===== src/rtl/game_pkg.sv =====
// Purpose : shared types and constants for the round-robin turn scheduler.
// Latency : n/a (package only).
// Backpressure: n/a (package only).
package game_pkg;

  localparam int NUM_PLAYERS = 4;
  localparam int PLAYER_W    = $clog2(NUM_PLAYERS);

  // Externally visible state encoding; values are part of the interface.
  typedef enum logic [1:0] {
    ST_IDLE  = 2'd0,
    ST_RUN   = 2'd1,
    ST_PAUSE = 2'd2,
    ST_OVER  = 2'd3
  } state_t;

  // Round-robin successor; the player index is exactly PLAYER_W bits wide,
  // so the natural wrap of the addition is the modulo.
  function automatic logic [PLAYER_W-1:0] next_player(input logic [PLAYER_W-1:0] p);
    return p + PLAYER_W'(1);
  endfunction

endpackage


===== src/rtl/ms_tick_gen.sv =====
// Purpose : divides clk down to a one-cycle millisecond tick (count 0..CLK_PER_MS-1).
// Latency : tick is combinational from the registered count (high during the wrap cycle).
// Backpressure: enable low holds the count (partial ms preserved); clear beats enable.
//
// Ports:
//   clk, rst  - clock and synchronous active-high reset
//   enable    - advance the count this cycle
//   clear     - force the count back to zero (priority over enable)
//   tick      - high in the cycle the enabled count wraps
module ms_tick_gen #(
  parameter int CLK_PER_MS = 50000
) (
  input  logic clk,
  input  logic rst,
  input  logic enable,
  input  logic clear,
  output logic tick
);

  localparam int            CW   = (CLK_PER_MS > 1) ? $clog2(CLK_PER_MS) : 1;
  localparam logic [CW-1:0] LAST = CW'(CLK_PER_MS - 1);

  logic [CW-1:0] cnt;

  // Tick is deliberately independent of clear: the controller derives clear
  // from tick, so feeding clear back in here would form a combinational loop.
  assign tick = enable && (cnt == LAST);

  always_ff @(posedge clk) begin
    if (rst) begin
      cnt <= '0;
    end else if (clear) begin
      cnt <= '0;
    end else if (enable) begin
      cnt <= (cnt == LAST) ? '0 : cnt + CW'(1);
    end
  end

endmodule


===== src/rtl/round_scheduler.sv =====
// Purpose : four-player round-robin turn timer sharing one ms tick, with pause and game-over.
// Latency : all outputs registered; every input takes effect on the next rising edge.
// Backpressure: none; pause freezes the running turn, start/done ignored where not meaningful.
//
// Ports:
//   clk, rst       - clock and synchronous active-high reset
//   start          - one-cycle pulse, begins a game from IDLE or OVER
//   pause          - level, freezes the running turn while high
//   done[3:0]      - per-player end-of-turn pulse (only the active player's bit counts)
//   active_player  - owner of the current turn
//   ms_left        - milliseconds remaining in the current turn
//   turn_count     - turns completed in this game
//   timeout        - one-cycle pulse when a turn expires
//   state          - IDLE=0, RUN=1, PAUSE=2, OVER=3
module round_scheduler
  import game_pkg::*;
#(
  parameter int CLK_PER_MS = 50000,
  parameter int TURN_MS    = 5000,
  parameter int MAX_TURNS  = 40
) (
  input  logic                   clk,
  input  logic                   rst,
  input  logic                   start,
  input  logic                   pause,
  input  logic [NUM_PLAYERS-1:0] done,
  output logic [PLAYER_W-1:0]    active_player,
  output logic [15:0]            ms_left,
  output logic [7:0]             turn_count,
  output logic                   timeout,
  output logic [1:0]             state
);

  localparam logic [15:0] TURN_MS_V   = 16'(TURN_MS);
  localparam logic [7:0]  MAX_TURNS_V = 8'(MAX_TURNS);

  state_t               state_q, state_d;
  logic [PLAYER_W-1:0]  player_q, player_d;
  logic [15:0]          ms_q, ms_d;
  logic [7:0]           turns_q, turns_d;
  logic                 timeout_q, timeout_d;

  logic tick;
  logic tick_en;
  logic tick_clr;
  logic done_act;
  logic expire;

  ms_tick_gen #(
    .CLK_PER_MS(CLK_PER_MS)
  ) u_tick (
    .clk   (clk),
    .rst   (rst),
    .enable(tick_en),
    .clear (tick_clr),
    .tick  (tick)
  );

  assign done_act = done[player_q];
  assign expire   = tick && (ms_q == 16'd1);

  always_ff @(posedge clk) begin
    if (rst) begin
      state_q   <= ST_IDLE;
      player_q  <= '0;
      ms_q      <= '0;
      turns_q   <= '0;
      timeout_q <= 1'b0;
    end else begin
      state_q   <= state_d;
      player_q  <= player_d;
      ms_q      <= ms_d;
      turns_q   <= turns_d;
      timeout_q <= timeout_d;
    end
  end

  always_comb begin
    state_d   = state_q;
    player_d  = player_q;
    ms_d      = ms_q;
    turns_d   = turns_q;
    timeout_d = 1'b0;
    tick_en   = 1'b0;
    tick_clr  = 1'b0;

    case (state_q)
      ST_IDLE, ST_OVER: begin
        if (start) begin
          state_d  = ST_RUN;
          player_d = '0;
          ms_d     = TURN_MS_V;
          turns_d  = '0;
          tick_clr = 1'b1;
        end
      end

      ST_RUN: begin
        // Pause gates the divider in the same cycle it is seen, so the
        // partial millisecond is frozen exactly where the player left it.
        if (pause) begin
          state_d = ST_PAUSE;
        end else begin
          tick_en = 1'b1;
          if (done_act || expire) begin
            // A player finishing on the expiring tick is credited, not timed out.
            timeout_d = expire && !done_act;
            tick_clr  = 1'b1;
            turns_d   = (turns_q == 8'hFF) ? turns_q : turns_q + 8'd1;
            if (turns_d == MAX_TURNS_V) begin
              state_d = ST_OVER;
              ms_d    = '0;
            end else begin
              player_d = next_player(player_q);
              ms_d     = TURN_MS_V;
            end
          end else if (tick && (ms_q != 16'd0)) begin
            ms_d = ms_q - 16'd1;
          end
        end
      end

      ST_PAUSE: begin
        if (!pause) begin
          state_d = ST_RUN;
        end
      end

      default: state_d = ST_IDLE;
    endcase
  end

  assign active_player = player_q;
  assign ms_left       = ms_q;
  assign turn_count    = turns_q;
  assign timeout       = timeout_q;
  assign state         = state_q;

endmodule


===== config.mk =====
export PLATFORM = sky130hd
export DESIGN_NAME = round_scheduler
export DESIGN_NICKNAME = d
export VERILOG_FILES = /design/src/rtl/game_pkg.sv /design/src/rtl/ms_tick_gen.sv /design/src/rtl/round_scheduler.sv
export SDC_FILE = /design/constraint.sdc
export NUM_CORES = 1
export LEC_CHECK = 0
export ABC_AREA = 1
export CORE_MARGIN = 4
export CORE_UTILIZATION = 58
export CTS_BUF_LIST = sky130_fd_sc_hd__clkbuf_4
export CTS_CLUSTER_DIAMETER = 60
export DETAILED_ROUTE_END_ITERATION = 16
export HOLD_SLACK_MARGIN = 0.1
export PLACE_DENSITY = 0.83
export SLEW_MARGIN = 10
export SYNTH_ARGS = -nofsm -noshare
export SYNTH_HDL_FRONTEND = slang
export SYNTH_SLANG_ARGS = --single-unit

===== constraint.sdc =====
create_clock -name clk -period 2.22 [get_ports clk]
set_clock_uncertainty 0.2 [all_clocks]
set_input_delay 0.666 -clock clk [delete_from_list [all_inputs] [get_ports clk]]
set_output_delay 0.666 -clock clk [all_outputs]
set_load 0.05 [all_outputs]

-- After elaboration in Yosys (flattened, before gate mapping)
Cells that the tools add are included.
- flip-flop bits (word level): 45
- output and inout port bits: 29
- word-level logic and storage cells: 75
- add/sub/neg operators: 4
- magnitude comparators: 1
- equality and inequality tests: 15
- muxes and demuxes: 31
- bitwise logic cells: 2
- reductions and logical operators: 16
- operators with widths (operator ; count):
    $mux 16 ; 5
    $mux 8 ; 4
    $pmux 16 s2 ; 1
    $mux 2 ; 9
    $add 16x1->16 const B ; 1
    $eq 16x1->1 const B ; 1
    $eq 16x16->1 const B ; 1
    $pmux 8 s2 ; 1
    $reduce_bool 16->1 ; 1
    $sub 16x1->16 const B ; 1
    $mux 13 ; 1
    $reduce_and 4->1 ; 3
    $ne 2x2->1 const B ; 5
    $ne 3x3->1 const B ; 3
    $add 8x1->8 const B ; 1
    $eq 8x6->1 const B ; 1
    $eq 8x8->1 const B ; 1
    $mux 1 ; 6
    $pmux 2 s3 ; 1
    $reduce_and 5->1 ; 1
    $eq 2x2->1 const B ; 2
    $logic_and 1x1->1 ; 4
    $pmux 2 s2 ; 1
    $reduce_or 2->1 ; 2
    11 further kinds ; 12

-- Longest topological paths before layout
Gate-level depths: netlist (run 1).
- depth after elaboration: 9
- depth in mapped cells: 13
- mapped depth without buffers: 13

-- Hierarchy
A second synthesis (run 1) with hierarchy kept.
- cell total of the unflattened synthesis: 474
- area, all modules: 3075.4 um^2
- modules (own cells, without submodules) (module ; instances ; cells each ; area each (um^2) ; seq. area each (um^2)):
    round_scheduler ; 1 ; 340 ; 2143.3 ; 580.6
    ms_tick_gen ; 1 ; 134 ; 932.1 ; 320.3

-- Least setup slack after synthesis (run 1)
Ideal clock, no wire load.
- kind: reg-to-reg
- start: register state_q[0], in the netlist state[0]
- end: register ms_q[4], in the netlist ms_left[4]
- library setup time: 0.117 ns
- data arrival time: 1.985 ns
- required time: 1.903 ns
- setup slack: -0.082 ns
- cell stages (with the launch flop): 11
- path buffers: 1
- clock period less this slack: 2.302 ns
- path through: dfxtp_1 inv_1 ha_1 inv_1 nor2_1 a211oi_4 nand3_2 nand2_2 buf_4 o21ai_0 nor2_1
- cells in the longest elaborated chain, start to end: 8
- RTL lines (what ; RTL line ; text):
    start, declared ; round_scheduler.sv:37 ; state_t state_q, state_d;
    start signal, assigned ; round_scheduler.sv:70 ; state_q <= state_d;
    $eq 2x1->1 ; round_scheduler.sv:87 ; case (state_q)
    $mux 1 ; round_scheduler.sv:87 ;
    $logic_and 1x1->1 ; ms_tick_gen.sv:27 ; assign tick = enable && (cnt == LAST);
    $logic_and 1x1->1 ; round_scheduler.sv:60 ; assign expire = tick && (ms_q == 16'd1);
    $logic_or 1x1->1 ; round_scheduler.sv:105 ; if (done_act || expire) begin
    $mux 16 ; round_scheduler.sv:105 ;
    $mux 16 ; round_scheduler.sv:101 ; if (pause) begin
    $pmux 16 s2 ; round_scheduler.sv:87 ;
    end signal, assigned ; round_scheduler.sv:72 ; ms_q <= ms_d;
    end, declared ; round_scheduler.sv:39 ; logic [15:0] ms_q, ms_d;
Several ways; a longest one is shown, not always the timed one. The select of a mux whose other input is x is not followed.
A chain may end at the register's enable or synchronous reset.

-- Final worst setup path (run 1)
- start: input done[0]
- end: register u_tick.cnt[5]
- cells in the longest elaborated chain, start to end: 7
- RTL lines (what ; RTL line ; text):
    start, declared ; round_scheduler.sv:26 ; input logic [NUM_PLAYERS-1:0] done,
    $bmux 1 s2 ; round_scheduler.sv:59 ; assign done_act = done[player_q];
    $mux 1 (implied by the code) ; round_scheduler.sv:59 ;
    $logic_or 1x1->1 ; round_scheduler.sv:105 ;
    $mux 1 ; round_scheduler.sv:105 ;
    $mux 1 ; round_scheduler.sv:101 ;
    $pmux 1 s2 ; round_scheduler.sv:87 ;
    $reduce_or 2->1 (no line) ; -- ;
    end signal, assigned ; ms_tick_gen.sv:35 ; cnt <= (cnt == LAST) ? '0 : cnt + CW'(1);
    end, declared ; ms_tick_gen.sv:23 ; logic [CW-1:0] cnt;
No other way between the ends. The select of a mux whose other input is x is not followed.

==> results of run 1 <==
-- per-stage QoR --
stage	std cells	instance area, sq um	worst slack [ns]	TNS (ns)
floorplan	446	2930	0.0197	0
global placement	572	3620	-0.319	-9.45
detailed placement	572	3620	-0.331	-11.14
CTS	580	3680	0.0558	0
global route	580	3730	-0.0563	-0.397
finish	580	3730	0.0762	0
-- layout by cell type (no fill, tap or decap), types with 2 or more instances in the layout --
cell	count
dfxtp_2	6
ha_1	6
buf_12	12
nand3_1	28
a21oi_1	24
nand2_2	4
clkdlybuf4s50_1	7
nor4_1	2
nor2_4	7
nor3_2	4
o21ai_0	16
nand4_1	9
nor2_2	7
nand2_1	111
inv_2	4
dfxtp_1	39
nor2_1	64
clkinv_2	2
inv_1	45
xor2_1	17
o21ai_1	2
clkbuf_4	5
nand2_4	2
buf_4	47
nand3_4	2
xnor2_1	4
nand3_2	3
nor3_1	17
o22ai_1	4
-- worst min-delay path, stage by stage (launching register included) --
cell     delay (ns)
dfxtp_2        0.35
nand2_1        0.06
a21oi_1        0.05
-- sequential cells by signal (all words and copies together), names as in the netlist --
| name | count |
|---|---|
| timeout | 1 |
| state | 2 |
| u_tick.cnt | 16 |
| turn_count | 8 |
| ms_left | 16 |
| active_player | 2 |
-- worst max-delay path by stage --
stage,startpoint,to,slack (ns),cells past startpoint
finish,done[0],u_tick.cnt[5],0.08,10
floorplan,ms_left[1],ms_left[4],0.02,12
global route,done[3],u_tick.cnt[5],-0.06,10
global placement,pause,u_tick.cnt[12],-0.32,11
CTS,pause,u_tick.cnt[13],0.06,11
detailed placement,pause,u_tick.cnt[13],-0.33,11
-- cell type report --
cell class	count	area (sq um)
repair buffers	66	663
inverters	51	194
clock buffers	5	37.5
clock inverters	3	17.5
multi-input cells	343	1830
fillers	383	1050
flip-flops and latches	45	908
well taps	67	83.8
-- logic make-up (layout without fill, tap and decap cells) --
| kind of cell | Yosys count | in the layout | synth area share (%) |
|---|---|---|---|
| buffers and inverters | 58 | 125 | 8.35 |
| xor gates and xnor gates | 21 | 21 | 6.30 |
| adders and majority gates | 7 | 7 | 3.00 |
| AOI/OAI and AO/OA | 51 | 51 | 9.81 |
| DFF | 45 | 45 | 30.8 |
| and+or+nand+nor | 264 | 264 | 41.7 |
-- timing repair --
| item | CTS | global route |
|---|---|---|
| setup endpoints to repair | 0 | 28 |
| gates resized for setup | 0 | 15 |
| endpoints found under the hold margin | 0 | 0 |
-- power by group through the flow --
| stage | Combinational [uW] | Sequential [uW] | Clock (uW) |
|---|---|---|---|
| 2_1_floorplan | 1240 | 1360 | 0 |
| 3_3_place_gp | 2300 | 1060 | 0 |
| 3_5_place_dp | 2340 | 1060 | 0 |
| 4_1_cts | 2350 | 1040 | 415 |
| 5_1_grt | 2570 | 1060 | 449 |
| 6_report | 2390 | 1040 | 406 |
-- metal layers --
metal  vias up  GRT usage (%)  wire length [microns]
li1       1572              -                      -
met1      1419           30.8                   3330
met2       103           42.8                   3780
met3        27           5.22                    427
met4         0           11.9                    249
met5         -              0                      0
==> out/metrics.csv, run 1 <==
stage,metric,value,unit
placed_design,HPWL after DPL,5800,microns
global_routing,first-pass GRT wire length,12800,microns
setup_path,worst path bufs/invs,1,
synthesis,"area leader, netlist",dfxtp_1,
cells_and_area,ant diodes,0,
cells_and_area,Syn-to-layout area delta,27.7,%
timing,Slew Limit Headroom,71.5,%
pwr,Clock Power Share,10.6,%
cts,"Reg clk slew, reported paths",0.14,ns
synthesis,ys async rst share,0,%
synthesis,Synth Area per Inst,6.55,sq um
setup_path,CP Capture Type,flip-flop,
floorplanning,Core ar.,4790,sq um
floorplanning,Die X,79.0,microns
global_routing,vias in the first global route,2920,
floorplanning,I/O pin count,37,
detailed_routing,first drt pass iteration count,4,
setup_path,slowest CP cell,clkdlybuf4s50_1,
cts,worst-skew pair later-pin latency,0.37,ns
cts,CTS Hold Bufs,0,
timing,RSZ-0062 raised after global routing,true,
pwr,Peak VDD IR,1030,uV
floorplanning,Initial Util,61.0,%
synthesis,"Seq/Total Area, Yosys",30.8,%
cts,setup bufs post-CTS,0,
setup_path,"most used cell, CP",nand2_1,
setup_path,Reg2Reg Depth,12,
detailed_routing,Post-DRT Antenna Nets,0,
cts,htree depth,2,
min_path,hold endpoint,u_tick.cnt[1],
timing,WHS,0.284,ns
detailed_routing,WL per Instance,13.4,microns
detailed_routing,via count,3121,
cts,Clock Path Buffers,2,
detailed_routing,final WL,7780,microns
synthesis,most frequent cell after synthesis,nand2_1,
min_path,hold depth,2,
detailed_routing,# DRC,0,
setup_path,R2R Path Start,u_tick.cnt[0],
synthesis,Syn Inst Count,446,
run_status,outcome,"finished, final reports clean",
timing,final slew viol count,0,
synthesis,Commonest cells post-synth,"112 x nand2_1, 67 x nor2_1, 46 x inv_1",
setup_path,Worst R2R Setup Slack,0.09,ns
setup_path,Critical R2R Capture,u_tick.cnt[13],
floorplanning,Std-Cell Rows,25,
setup_path,CP cell instances,clkdlybuf4s50_1 -> nor2_1 -> a21oi_1 -> o21ai_2 -> nand2_1 -> nand2_1 -> nand2_1 -> nand2_1 -> nand2_4 -> nor3_1,
timing,"Period Utilization, post-route",96.6,%
setup_path,WP data required,2.33,ns
detailed_routing,via/cell ratio,5.38,
cts,CTS tree,built,
setup_path,"CP delay by family, top",simple AND/OR/NAND/NOR gates,
timing,fmax,466,MHz
timing,Final Hold Viols,0,
detailed_routing,Iter 0 DRT Violations,209,
synthesis,Mapped Area,2920,sq um
cts,clk sinks,45,
job,maxcap violations,0,
pwr,sw frac,49.4,%
pwr,overall power,3840,uW
global_routing,largest net degree at the start of global routing,17,
cells_and_area,Final #Nets,527,
synthesis,top post-synthesis cells by area,"dfxtp_1 31%, nand2_1 14%, nor2_1 8.6%",
setup_path,crit-path max FO,10,
setup_path,CP max stage delay,0.39,ns
placed_design,routability cong.,0.974,
synthesis,top cell type's share of synthesized area,30.8,%
pwr,NetSw,1900,uW
synthesis,"flops & latches, synth",45,
synthesis,dominant synthesized flop cell,dfxtp_1,
pwr,pwr/cell area,1030,nW/um^2
floorplanning,Die H,79.0,microns
pwr,Leak,0.00158,uW
min_path,Min-Delay Path Class,reg2reg,
pwr,P_int,1940,uW
pwr,Comb pwr share,62.2,%
synthesis,Mapped Nets,461,
global_routing,"Remaining Overflow, GRT",0,
timing,Period minus WS final,2.14,ns
global_routing,initial antenna violation count,0,
floorplanning,Die Area,6240,sq um
synthesis,yosys warns,0,
setup_path,"Data arrival, critical path",2.25,ns
min_path,Worst Hold Launch,u_tick.cnt[1],
setup_path,kind of critical path,in2reg,
synthesis,Synth cell types,38,
timing,Worst Max-Slew Pin Slew,0.426,ns
cells_and_area,final core occ,78.0,%
pwr,Sequential Power Share,27.2,%
synthesis,number of flops mapped to enable cells by yosys,0,
cts,CTS root buf,clkbuf_4,
cells_and_area,fraction of layout cells with a size suffix above 1,21.8,%
global_routing,GRT Resource Usage Total,25.4,%
setup_path,Setup crit start kind,input port,
placed_design,Buffers on Ports,36,
cts,CTS buffer count,5,
timing,# setup viols final,0,
Power figures use the tool's default switching activity.
==> run 2: changes to the inputs <==
- MAX_ROUTING_LAYER: default -> met4
- SLEW_MARGIN: 10 -> 20
==> run 2 against run 1 <==
Compared with the run above:
- sequential share of layout area down 0.055 points
- critical path depth unchanged
- combinational power up 3%
- die area unchanged
- first-iteration DRC count down 1.9%
- cell count up 0.17%
- sequential cell count unchanged
- sequential power about the same
- non-clock buffer count up 3
==> out/metrics.csv, run 2 (synthesis gave the netlist of run 1 again) <==
stage,metric,value,unit
run_status,outcome,"finished, final reports clean",
timing,Worst Max-Slew Pin Slew,0.363,ns
cells_and_area,Final Non-Filler Cells,581,
setup_path,"most used cell, CP",nand2_1,
cells_and_area,"Design Area, Final",3750,sq um
min_path,Min-Delay Path Class,reg2reg,
cells_and_area,most common library cell in the layout ignoring fill and taps,nand2_1,
cts,worst-skew pair later-pin latency,0.36,ns
cts,htree depth,2,
setup_path,slowest CP cell,clkdlybuf4s50_1,
timing,RSZ-0062 raised after global routing,true,
placed_design,Buffers on Ports,36,
pwr,sw frac,48.8,%
floorplanning,Initial Util,61.0,%
cells_and_area,"commonest cells after routing, fill and taps aside","111 x nand2_1, 64 x nor2_1, 49 x buf_4",
cts,"Reg clk slew, reported paths",0.13,ns
timing,# setup viols final,0,
placed_design,HPWL after DPL,5690,microns
detailed_routing,via/cell ratio,5.32,
setup_path,crit-path max FO,10,
timing,fmax,466,MHz
cells_and_area,Final #Nets,530,
global_routing,first-pass GRT wire length,12300,microns
floorplanning,Die H,79.0,microns
timing,"Period Utilization, post-route",96.7,%
setup_path,WP data required,2.32,ns
pwr,Comb pwr share,63.5,%
cts,CTS root buf,clkbuf_4,
cells_and_area,fraction of layout cells with a size suffix above 1,22.2,%
job,maxcap violations,0,
timing,Period minus WS final,2.15,ns
setup_path,kind of critical path,in2reg,
global_routing,"Remaining Overflow, GRT",0,
detailed_routing,final WL,7570,microns
timing,Slew Limit Headroom,75.6,%
setup_path,Setup crit start kind,input port,
cells_and_area,Syn-to-layout area delta,28.4,%
floorplanning,I/O pin count,37,
floorplanning,Core ar.,4790,sq um
timing,WHS,0.286,ns
cells_and_area,ant diodes,0,
detailed_routing,# DRC,0,
cts,Clock Path Buffers,2,
cells_and_area,final core occ,78.4,%
detailed_routing,via count,3091,
setup_path,"Data arrival, critical path",2.24,ns
pwr,P_int,1990,uW
setup_path,CP Capture Type,flip-flop,
pwr,Sequential Power Share,26.8,%
placed_design,routability cong.,0.986,
global_routing,vias in the first global route,2786,
timing,final slew viol count,0,
pwr,pwr/cell area,1040,nW/um^2
pwr,Leak,0.00161,uW
cts,CTS buffer count,5,
detailed_routing,first drt pass iteration count,5,
global_routing,largest net degree at the start of global routing,16,
pwr,Peak VDD IR,913,uV
setup_path,CP cell instances,clkdlybuf4s50_1 -> nor2_1 -> a21oi_1 -> o21ai_2 -> nand2_1 -> nand2_1 -> nand2_1 -> nand2_1 -> nand2_2 -> nor3_1,
detailed_routing,Post-DRT Antenna Nets,0,
floorplanning,Die Area,6240,sq um
placed_design,number of cells after detailed placement,572,
floorplanning,Die X,79.0,microns
placed_design,DP Area,3620,sq um
timing,Final Hold Viols,0,
floorplanning,Std-Cell Rows,25,
global_routing,initial antenna violation count,0,
pwr,Clock Power Share,9.7,%
cts,CTS tree,built,
detailed_routing,Iter 0 DRT Violations,205,
pwr,NetSw,1900,uW
setup_path,"CP delay by family, top",simple AND/OR/NAND/NOR gates,
global_routing,GRT Resource Usage Total,25.0,%
cts,CTS Hold Bufs,0,
detailed_routing,WL per Instance,13.0,microns
cts,clk sinks,45,
setup_path,worst path bufs/invs,1,
setup_path,CP max stage delay,0.40,ns
## run 2: cell types whose count changed in the layout (fill, tap and decap cells not counted), sizes merged
cell,before,now
buf,59,62
dlymetal6s2s,0,1
clkinvlp,1,0
clkdlybuf4s50,7,6
clkinv,3,2
## run 2: layout make-up
type | instances | area (sq um)
clock inverters | 1 | 5.00
multi-input cells | 343 | 1830
repair buffers | 69 | 692
inverters | 51 | 194
well taps | 67 | 83.8
flip-flops and latches | 45 | 911
fillers | 375 | 1040
clock buffers | 5 | 37.5
## run 2: repair_timing
item | 4_1_cts | 5_1_grt
resized for setup | 0 | 25
endpoints found under the setup margin | 0 | 23
setup buffers | 0 | 3
## run 2: final timing paths
kind,from,endpoint,slack (ns),depth (start not counted)
worst min-delay path,u_tick.cnt[1],u_tick.cnt[1],0.29,2
worst max-delay path,done[0],u_tick.cnt[5],0.07,10
worst max register to register,state[1],ms_left[4],0.10,10
worst min register to register,u_tick.cnt[1],u_tick.cnt[1],0.29,2
## run 2: stage by stage
step                worst slack, ns  setup TNS, ns  total power, uW
CTS                          0.0354              0             3760
floorplan                    0.0197              0             2600
detailed placement           -0.334         -10.77             3380
finish                       0.0739              0             3890
global route                -0.0469         -0.387             4140
global placement             -0.316          -9.49             3350
## run 2: power by group through the flow
| stage | Clock (uW) | Combinational, uW | Sequential [uW] |
|---|---|---|---|
| floorplan | 0 | 1240 | 1360 |
| global placement | 0 | 2290 | 1050 |
| detailed placement | 0 | 2330 | 1050 |
| CTS | 382 | 2340 | 1040 |
| global route | 405 | 2680 | 1060 |
| finish | 377 | 2470 | 1040 |
## run 2: worst reg2reg max path, delay by kind of cell (launching register included)
family	cells	cell delay (ns)
AO/OA/AOI/OAI	2	0.50
adder cells (fa/ha/maj)	1	0.20
buffers and inverters	4	0.49
AND/OR/NAND/NOR	3	0.29
flip-flops	1	0.37
## run 2: layer usage
layer	track usage [%]	part of all wire, %	vias up
li1	-	-	1576
met3	3.63	5.2	21
met2	41.8	49	104
met5	-	0	-
met4	9.11	2.5	0
met1	30.6	43	1390
==> run 3: changes to the inputs <==
--- a/constraint.sdc
+++ b/constraint.sdc
@@ -3,3 +3,3 @@
 set_input_delay 0.666 -clock clk [delete_from_list [all_inputs] [get_ports clk]]
 set_output_delay 0.666 -clock clk [all_outputs]
-set_load 0.05 [all_outputs]
+set_load 0.01 [all_outputs]
==> run 3 against run 2 <==
Compared with the run above:
- register-to-register slack got worse by 0.03 ns
- global-route usage rose by 0.55 points
- sequential share of layout area rose by 1.6 points
- non-clock buffer count fell by 6
- critical path depth fell by 9
- total power fell by 11%
- critical path type is now reg2out
- highest routed layer unchanged
==> out/metrics.csv, run 3 (synthesis gave the netlist of run 1 again) <==
stage,metric,value,unit
cts,htree depth,2,
cells_and_area,Final #Nets,524,
timing,RSZ-0062 raised after global routing,true,
cts,CTS tree,built,
global_routing,first-pass GRT wire length,12700,microns
pwr,sw frac,45.5,%
detailed_routing,first drt pass iteration count,5,
timing,fmax,456,MHz
setup_path,crit path launch,state[0],
global_routing,GRT Resource Usage Total,25.5,%
placed_design,DP Worst Slack,-0.360,ns
cells_and_area,"commonest cells after routing, fill and taps aside","106 x nand2_1, 64 x nor2_1, 46 x inv_1",
cts,CTS Hold Bufs,0,
detailed_routing,Highest Signal Layer,met4,
setup_path,kind of critical path,reg2out,
cts,clk sinks,45,
setup_path,CP max stage delay,0.57,ns
floorplanning,Die H,79.0,microns
floorplanning,Core ar.,4790,sq um
detailed_routing,WL per Instance,13.3,microns
setup_path,Critical R2R Capture,u_tick.cnt[12],
setup_path,Worst R2R Setup Slack,0.07,ns
pwr,Leak,0.00155,uW
setup_path,crit-path max FO,3,
detailed_routing,WL met1,3350,microns
min_path,Min-Delay Path Class,reg2reg,
global_routing,"Remaining Overflow, GRT",0,
setup_path,worst path bufs/invs,1,
cells_and_area,Final Non-Filler Cells,577,
setup_path,CP Capture Type,primary output,
min_path,Worst Hold Launch,u_tick.cnt[1],
timing,"Period Utilization, post-route",98.7,%
setup_path,Setup crit start kind,flip-flop,
cts,"Reg clk slew, reported paths",0.12,ns
setup_path,Setup crit end,state[0],
cells_and_area,"Design Area, Final",3710,sq um
setup_path,WP data required,1.35,ns
job,maxcap violations,0,
placed_design,number of cells after detailed placement,568,
pwr,P_int,1890,uW
detailed_routing,# DRC,0,
setup_path,"Data arrival, critical path",1.32,ns
timing,Final Hold Viols,0,
pwr,Clock Power Share,10.8,%
timing,Period minus WS final,2.19,ns
placed_design,Buffers on Ports,36,
cts,Clock Path Buffers,2,
floorplanning,Std-Cell Rows,25,
floorplanning,Initial Util,61.0,%
pwr,Sequential Power Share,30.6,%
detailed_routing,final WL,7690,microns
timing,setup TNS,0,ns
detailed_routing,via/cell ratio,5.46,
global_routing,initial antenna violation count,0,
pwr,pwr/cell area,937,nW/um^2
cells_and_area,fraction of layout cells with a size suffix above 1,19.4,%
global_routing,vias in the first global route,2880,
pwr,Peak VDD IR,706,uV
pwr,Comb pwr share,58.6,%
timing,Worst Max-Slew Pin Slew,0.529,ns
timing,Setup WS post-layout,0.0294,ns
detailed_routing,via count,3148,
timing,# setup viols final,0,
floorplanning,Die X,79.0,microns
setup_path,CP cell instances,clkdlybuf4s50_1,
placed_design,HPWL after DPL,5650,microns
global_routing,largest net degree at the start of global routing,15,
run_status,outcome,"finished, final reports clean",
floorplanning,Die Area,6240,sq um
detailed_routing,DR WL met3,335,microns
timing,Slew Limit Headroom,64.5,%
setup_path,Reg2Reg Depth,11,
pwr,NetSw,1580,uW
cts,CTS buffer count,5,
cts,worst-skew pair later-pin latency,0.36,ns
cts,CTS root buf,clkbuf_4,
setup_path,Crit path depth,1,
cells_and_area,Syn-to-layout area delta,26.9,%
cells_and_area,Fill cells,361,
setup_path,"CP delay by family, top",buffers and inverters,
placed_design,DP Area,3520,sq um
detailed_routing,Post-DRT Antenna Nets,0,
setup_path,R2R Path Start,state[1],
cells_and_area,most common library cell in the layout ignoring fill and taps,nand2_1,
placed_design,routability cong.,1.03,
timing,final slew viol count,0,
floorplanning,I/O pin count,37,
detailed_routing,routed length on met2,3790,microns
cells_and_area,Sequential Area,960,sq um
cells_and_area,area of the multi-input gates,1830,sq um
detailed_routing,Iter 0 DRT Violations,286,
pwr,overall power,3470,uW
cells_and_area,ant diodes,0,
setup_path,slowest CP cell,clkdlybuf4s50_1,
[run 3: metrics by stage]
stage                     hold WS (ns)  util [%]
after global routing             0.309      77.5
after global placement           0.271      73.6
after CTS                        0.294      75.2
after floorplan                  0.258         -
after detailed placement         0.285      73.6
final                            0.288      77.5
[run 3: metal layers]
metal  GRT usage (%)  vias to the layer above
met1            31.4                     1472
met4            10.3                        0
li1                -                     1560
met5               -                        -
met3            3.85                       22
met2            41.9                       94
[run 3: how the worst min path moves through the flow]
stage / endpoint / slack (ns) / cells after the start
after floorplan: u_tick.cnt[1] / 0.26 / 2
after global placement: u_tick.cnt[1] / 0.27 / 2
after detailed placement: u_tick.cnt[1] / 0.29 / 2
after CTS: ms_left[0] / 0.29 / 1
after global routing: ms_left[0] / 0.31 / 1
final: u_tick.cnt[1] / 0.29 / 2
[run 3: final cells by class]
type / instances / share of cell area, %
Clock buffer: 5 / 1.01
Clock inverter: 3 / 0.337
Inverter: 51 / 5.23
Multi-Input combinational cell: 343 / 49.5
Sequential cell: 45 / 25.9
Tap cell: 67 / 2.26
Timing Repair Buffer: 63 / 15.8
[run 3: power groups by stage]
stage | sequential [uW] | clock [uW] | combinational, uW
after floorplan | 1080 | 0 | 1250
after global placement | 1050 | 0 | 1910
after detailed placement | 1060 | 0 | 1950
after CTS | 1050 | 388 | 1960
after global routing | 1080 | 421 | 2230
final | 1060 | 374 | 2040
[run 3: tightest hold or removal path, cell delays in order, from the launching register on]
cell and delay, ns:
dfxtp_2 0.35, nand2_1 0.06, a21oi_1 0.05
[run 3: repair_timing]
item / 4_1_cts / 5_1_grt
endpoints found under the setup margin: 20 / 57
resized for setup: 21 / 36
setup buffers: 0 / 1
pin swaps: 0 / 6
==> RTL change 1: new RTL, flow settings as in run 2 <==
`CLK_PER_MS` is set to 50000 in 2 places; all go to 25000.
--- a/src/rtl/ms_tick_gen.sv
+++ b/src/rtl/ms_tick_gen.sv
@@ -10,3 +10,3 @@
 module ms_tick_gen #(
-  parameter int CLK_PER_MS = 50000
+  parameter int CLK_PER_MS = 25000
 ) (
--- a/src/rtl/round_scheduler.sv
+++ b/src/rtl/round_scheduler.sv
@@ -17,3 +17,3 @@
 #(
-  parameter int CLK_PER_MS = 50000,
+  parameter int CLK_PER_MS = 25000,
   parameter int TURN_MS    = 5000,
Formal check against the unedited RTL: no difference found for any inputs over 10 cycles, from zero or initial values and one cycle with rst high; that may be too few to reach the edited logic, so the function may still have changed.
==> RTL change 1 against run 2 <==
Non-clock buffer count fell by 3; sequential cell count fell by 1; cell area fell by 1.4%; area after synthesis rose by 1.2%; largest cell class unchanged; setup slack improved by 56 ps; via count rose by 2.0%; routed wire length rose by 0.12%; first-iteration DRC count fell by 4.9%; total power rose by 12%.
==> RTL change 1: results <==
set metrics [dict create \
    status "finished clean" \
    drive_gt1_frac 0.186 \
    met1Wirelength_mm 3.39 \
    cp_slowest_cell "dfxtp_4" \
    start_kind "flop" \
    whs_endpoint "state[1]" \
    grtUsageTotal 0.261 \
    r2r_slack_ps 130 \
    path_clk_slew_ps 150 \
    grt_pass1_wl_mm 13.1 \
    ys_types 33 \
    leakage_nw 1.60 \
    use_met1 0.331 \
    ys_top_cells_by_count "nand2_1, nor2_1, inv_1" \
    synth_compound_area_frac 0.0960 \
    crit_arrival_ps 2180 \
    yosysSeqAreaShare 0.298 \
    drt-total-wl_mm 7.58 \
    clk-power_uw 408 \
    r2r_start "turn_count[0]" \
    globalplace.congestion 0.918 \
    first_iter_violations 195 \
    synth.area.top_cells "dfxtp_1, nand2_1, nor2_1" \
    synth_fa_ha_area_frac 0.0296 \
    synthXorXnorAreaFrac 0.0563 \
    drt-vias-per-instance 5.32 \
    holdCritStartpoint "state[1]" \
    grt_util_met3 0.0429 \
    rr_worst_depth 12 \
    peakVddDrop_v 0.00103 \
    place_hpwl_mm 5.69 \
    wl_met3_um 481 \
    hold_ws_ps 301 \
    powerDensity_nw_per_um2 1180 \
    pwr-share-seq 0.245 \
    switching_share 0.514 \
    grt_pass1_vias 2947 \
    wl_met2_mm 3.58 \
    final_nets 540 \
    synth.net_count 479 \
    clkLatencyLatePin_ps 380 \
    r2r_end "ms_left[12]" \
    grt_max_degree 20 \
]
[RTL change 1: changes by cell type after synthesis, moves of 3 or more]
| cell | run 2 | this run |
|---|---|---|
| nand3_1 | 29 | 46 |
| inv_1 | 46 | 54 |
| nor2_1 | 67 | 73 |
| nor2_4 | 5 | 0 |
| a21oi_1 | 24 | 20 |
| nor2_2 | 6 | 3 |
[RTL change 1: logic make-up (layout without fill, tap and decap cells)]
| family | Yosys count | in the layout |
|---|---|---|
| and+or+nand+nor | 278 | 278 |
| buffers and inverters | 68 | 130 |
| AOI/OAI and AO/OA | 48 | 48 |
| DFF | 44 | 44 |
| xor gates and xnor gates | 19 | 19 |
| adders and majority gates | 7 | 7 |
[RTL change 1: stage by stage]
step	setup WS (ps)	cells	instance area [um^2]	TNS (ps)	util
2_1_floorplan	65.9	464	2960	0	-
3_3_place_gp	-287	585	3590	-11060	0.745
3_5_place_dp	-414	585	3590	-14310	0.745
4_1_cts	-12.9	593	3640	-13.5	0.757
5_1_grt	-19.3	593	3700	-56.0	0.768
6_report	129	593	3700	0	0.768
[RTL change 1: repair_timing]
item / 4_1_cts / 5_1_grt
gates resized for setup: 0 / 16
setup endpoints to repair: 2 / 43
pin swaps: 0 / 5
setup buffers: 0 / 0
hold endpoints to repair: 0 / 0
[RTL change 1: worst max path at each step]
stage	cells past startpoint	end	slack, ps
global route	13	ms_left[7]	-20
CTS	13	ms_left[3]	-10
detailed placement	13	ms_left[3]	-410
global placement	13	ms_left[12]	-290
floorplan	12	u_tick.cnt[9]	70
finish	12	ms_left[12]	130
[RTL change 1: final cells by class]
cell class | instances | area [um^2]
tap | 67 | 83.8
clock buffer | 5 | 37.5
inverter | 56 | 210
clock inverter | 3 | 18.8
fill | 414 | 1120
timing repair buffer | 66 | 648
sequential | 44 | 892
multi-input combinational | 352 | 1810
==> RTL change 2: new RTL, settings of run 2 <==
Made on the original files. Remove the register `timeout_q`: a continuous assignment takes its place, so the output `timeout` follows one clock earlier.
--- a/src/rtl/round_scheduler.sv
+++ b/src/rtl/round_scheduler.sv
@@ -67,3 +67,2 @@
       turns_q   <= '0;
-      timeout_q <= 1'b0;
     end else begin
@@ -73,5 +72,6 @@
       turns_q   <= turns_d;
-      timeout_q <= timeout_d;
     end
   end
+
+  assign timeout_q = timeout_d;
 
Formal check against the unedited RTL: no difference found for any inputs over 10 cycles, from zero or initial values and one cycle with rst high; that may be too few to reach the edited logic, so the function may still have changed.
==> RTL change 2 against run 2 <==
Clock power is 41% higher; area after synthesis is 0.51% lower; cell area is 5.8% higher; total power is 16% higher; routed wire length is 12% higher; sequential share of layout area is 1.4 points lower; non-clock buffer count is 22 higher; the run now ends with negative setup slack left; count of clock-buffer cells in the layout stayed put; setup slack worse by 480 ps; synthesized cell count is 0.45% higher; critical path depth is 1 lower; sequential cell count is 1 lower; fmax is 18% lower.
==> RTL change 2: results <==
set metrics [dict create \
    synth_fa_ha_area_frac 0.0301 \
    post_dp_cell_area_um2 3740 \
    gr-usage-met2 0.484 \
    dp_cells 587 \
    violations "negative setup slack" \
    rr_worst_depth 14 \
    worst_slack_ps -409 \
    clkLatencyLatePin_ps 390 \
    synthXorXnorAreaFrac 0.0603 \
    comb_power_mw 2.95 \
    r2r_slack_ps 50 \
    p_total_mw 4.51 \
    first_iter_violations 264 \
    final_nets 550 \
    setup_viol 1 \
    grtUsageTotal 0.281 \
    yosysSeqAreaShare 0.303 \
    use_met1 0.334 \
    pre_cts_ws_ps -654 \
    n_fill_cell 296 \
    ys_top_cells_by_count "nand2_1, nor2_1, dfxtp_1, nand3_1, inv_1" \
    leakage_nw 1.75 \
    grt_pass1_vias 3111 \
    synth.net_count 463 \
    crit_end "timeout" \
    internal_power_mw 2.27 \
    cp_slowest_cell "dfxtp_4" \
    syn_area_per_cell_um2 6.49 \
    status "complete, but fails checks" \
    grt_max_degree 21 \
    crit_fanout 2 \
    vias 3293 \
    tightestPinTransition_ps 349 \
    grt_util_met3 0.0420 \
    path_clk_slew_ps 150 \
    crit_path_start "state[1]" \
]
-- RTL change 2: final cells by class --
cell class | instances | area [um^2] | area share
repair buffers | 91 | 812 | 0.205
multi-input cells | 343 | 1870 | 0.471
clock buffers | 5 | 37.5 | 0.00946
well taps | 67 | 83.8 | 0.0211
flip-flops and latches | 44 | 908 | 0.229
inverters | 50 | 214 | 0.0539
clock inverters | 3 | 42.5 | 0.0107
-- RTL change 2: logic make-up (layout without fill, tap and decap cells) --
group,count (synthesis),after routing
AOI/OAI and AO/OA,46,46
xor gates and xnor gates,20,20
adders and majority gates,7,7
buffers and inverters,61,149
and+or+nand+nor,270,270
DFF,44,44
-- RTL change 2: worst min path at each step --
stage,from,end,cells after the start
2_1_floorplan,u_tick.cnt[1],u_tick.cnt[1],2
3_3_place_gp,u_tick.cnt[1],u_tick.cnt[1],2
3_5_place_dp,u_tick.cnt[1],u_tick.cnt[1],2
4_1_cts,turn_count[1],turn_count[1],2
5_1_grt,ms_left[10],ms_left[10],2
6_report,ms_left[1],ms_left[1],2
-- RTL change 2: per-layer routing --
layer | vias up | share of wire
met2 | 152 | 0.48
met5 | - | 0
li1 | 1629 | -
met4 | 0 | 0.025
met1 | 1490 | 0.42
met3 | 22 | 0.068
-- RTL change 2: worst register-to-register path, stage by stage, from the launching register on --
cell      delay, ps
dfxtp_4         390
inv_4            60
ha_4            160
nand2_8          60
clkinv_4         40
nand4_1         120
nor2_2          190
nand2_4          80
buf_4           170
nand2_2          90
buf_4           120
nand3_2          60
nand2_1          80
nand2_1         110
a21oi_1         190
-- RTL change 2: timing repair --
action | 4_1_cts | 5_1_grt
setup buffers | 5 | 3
endpoints found under the setup margin | 45 | 32
pin swaps | 3 | 6
gates resized for setup | 9 | 24
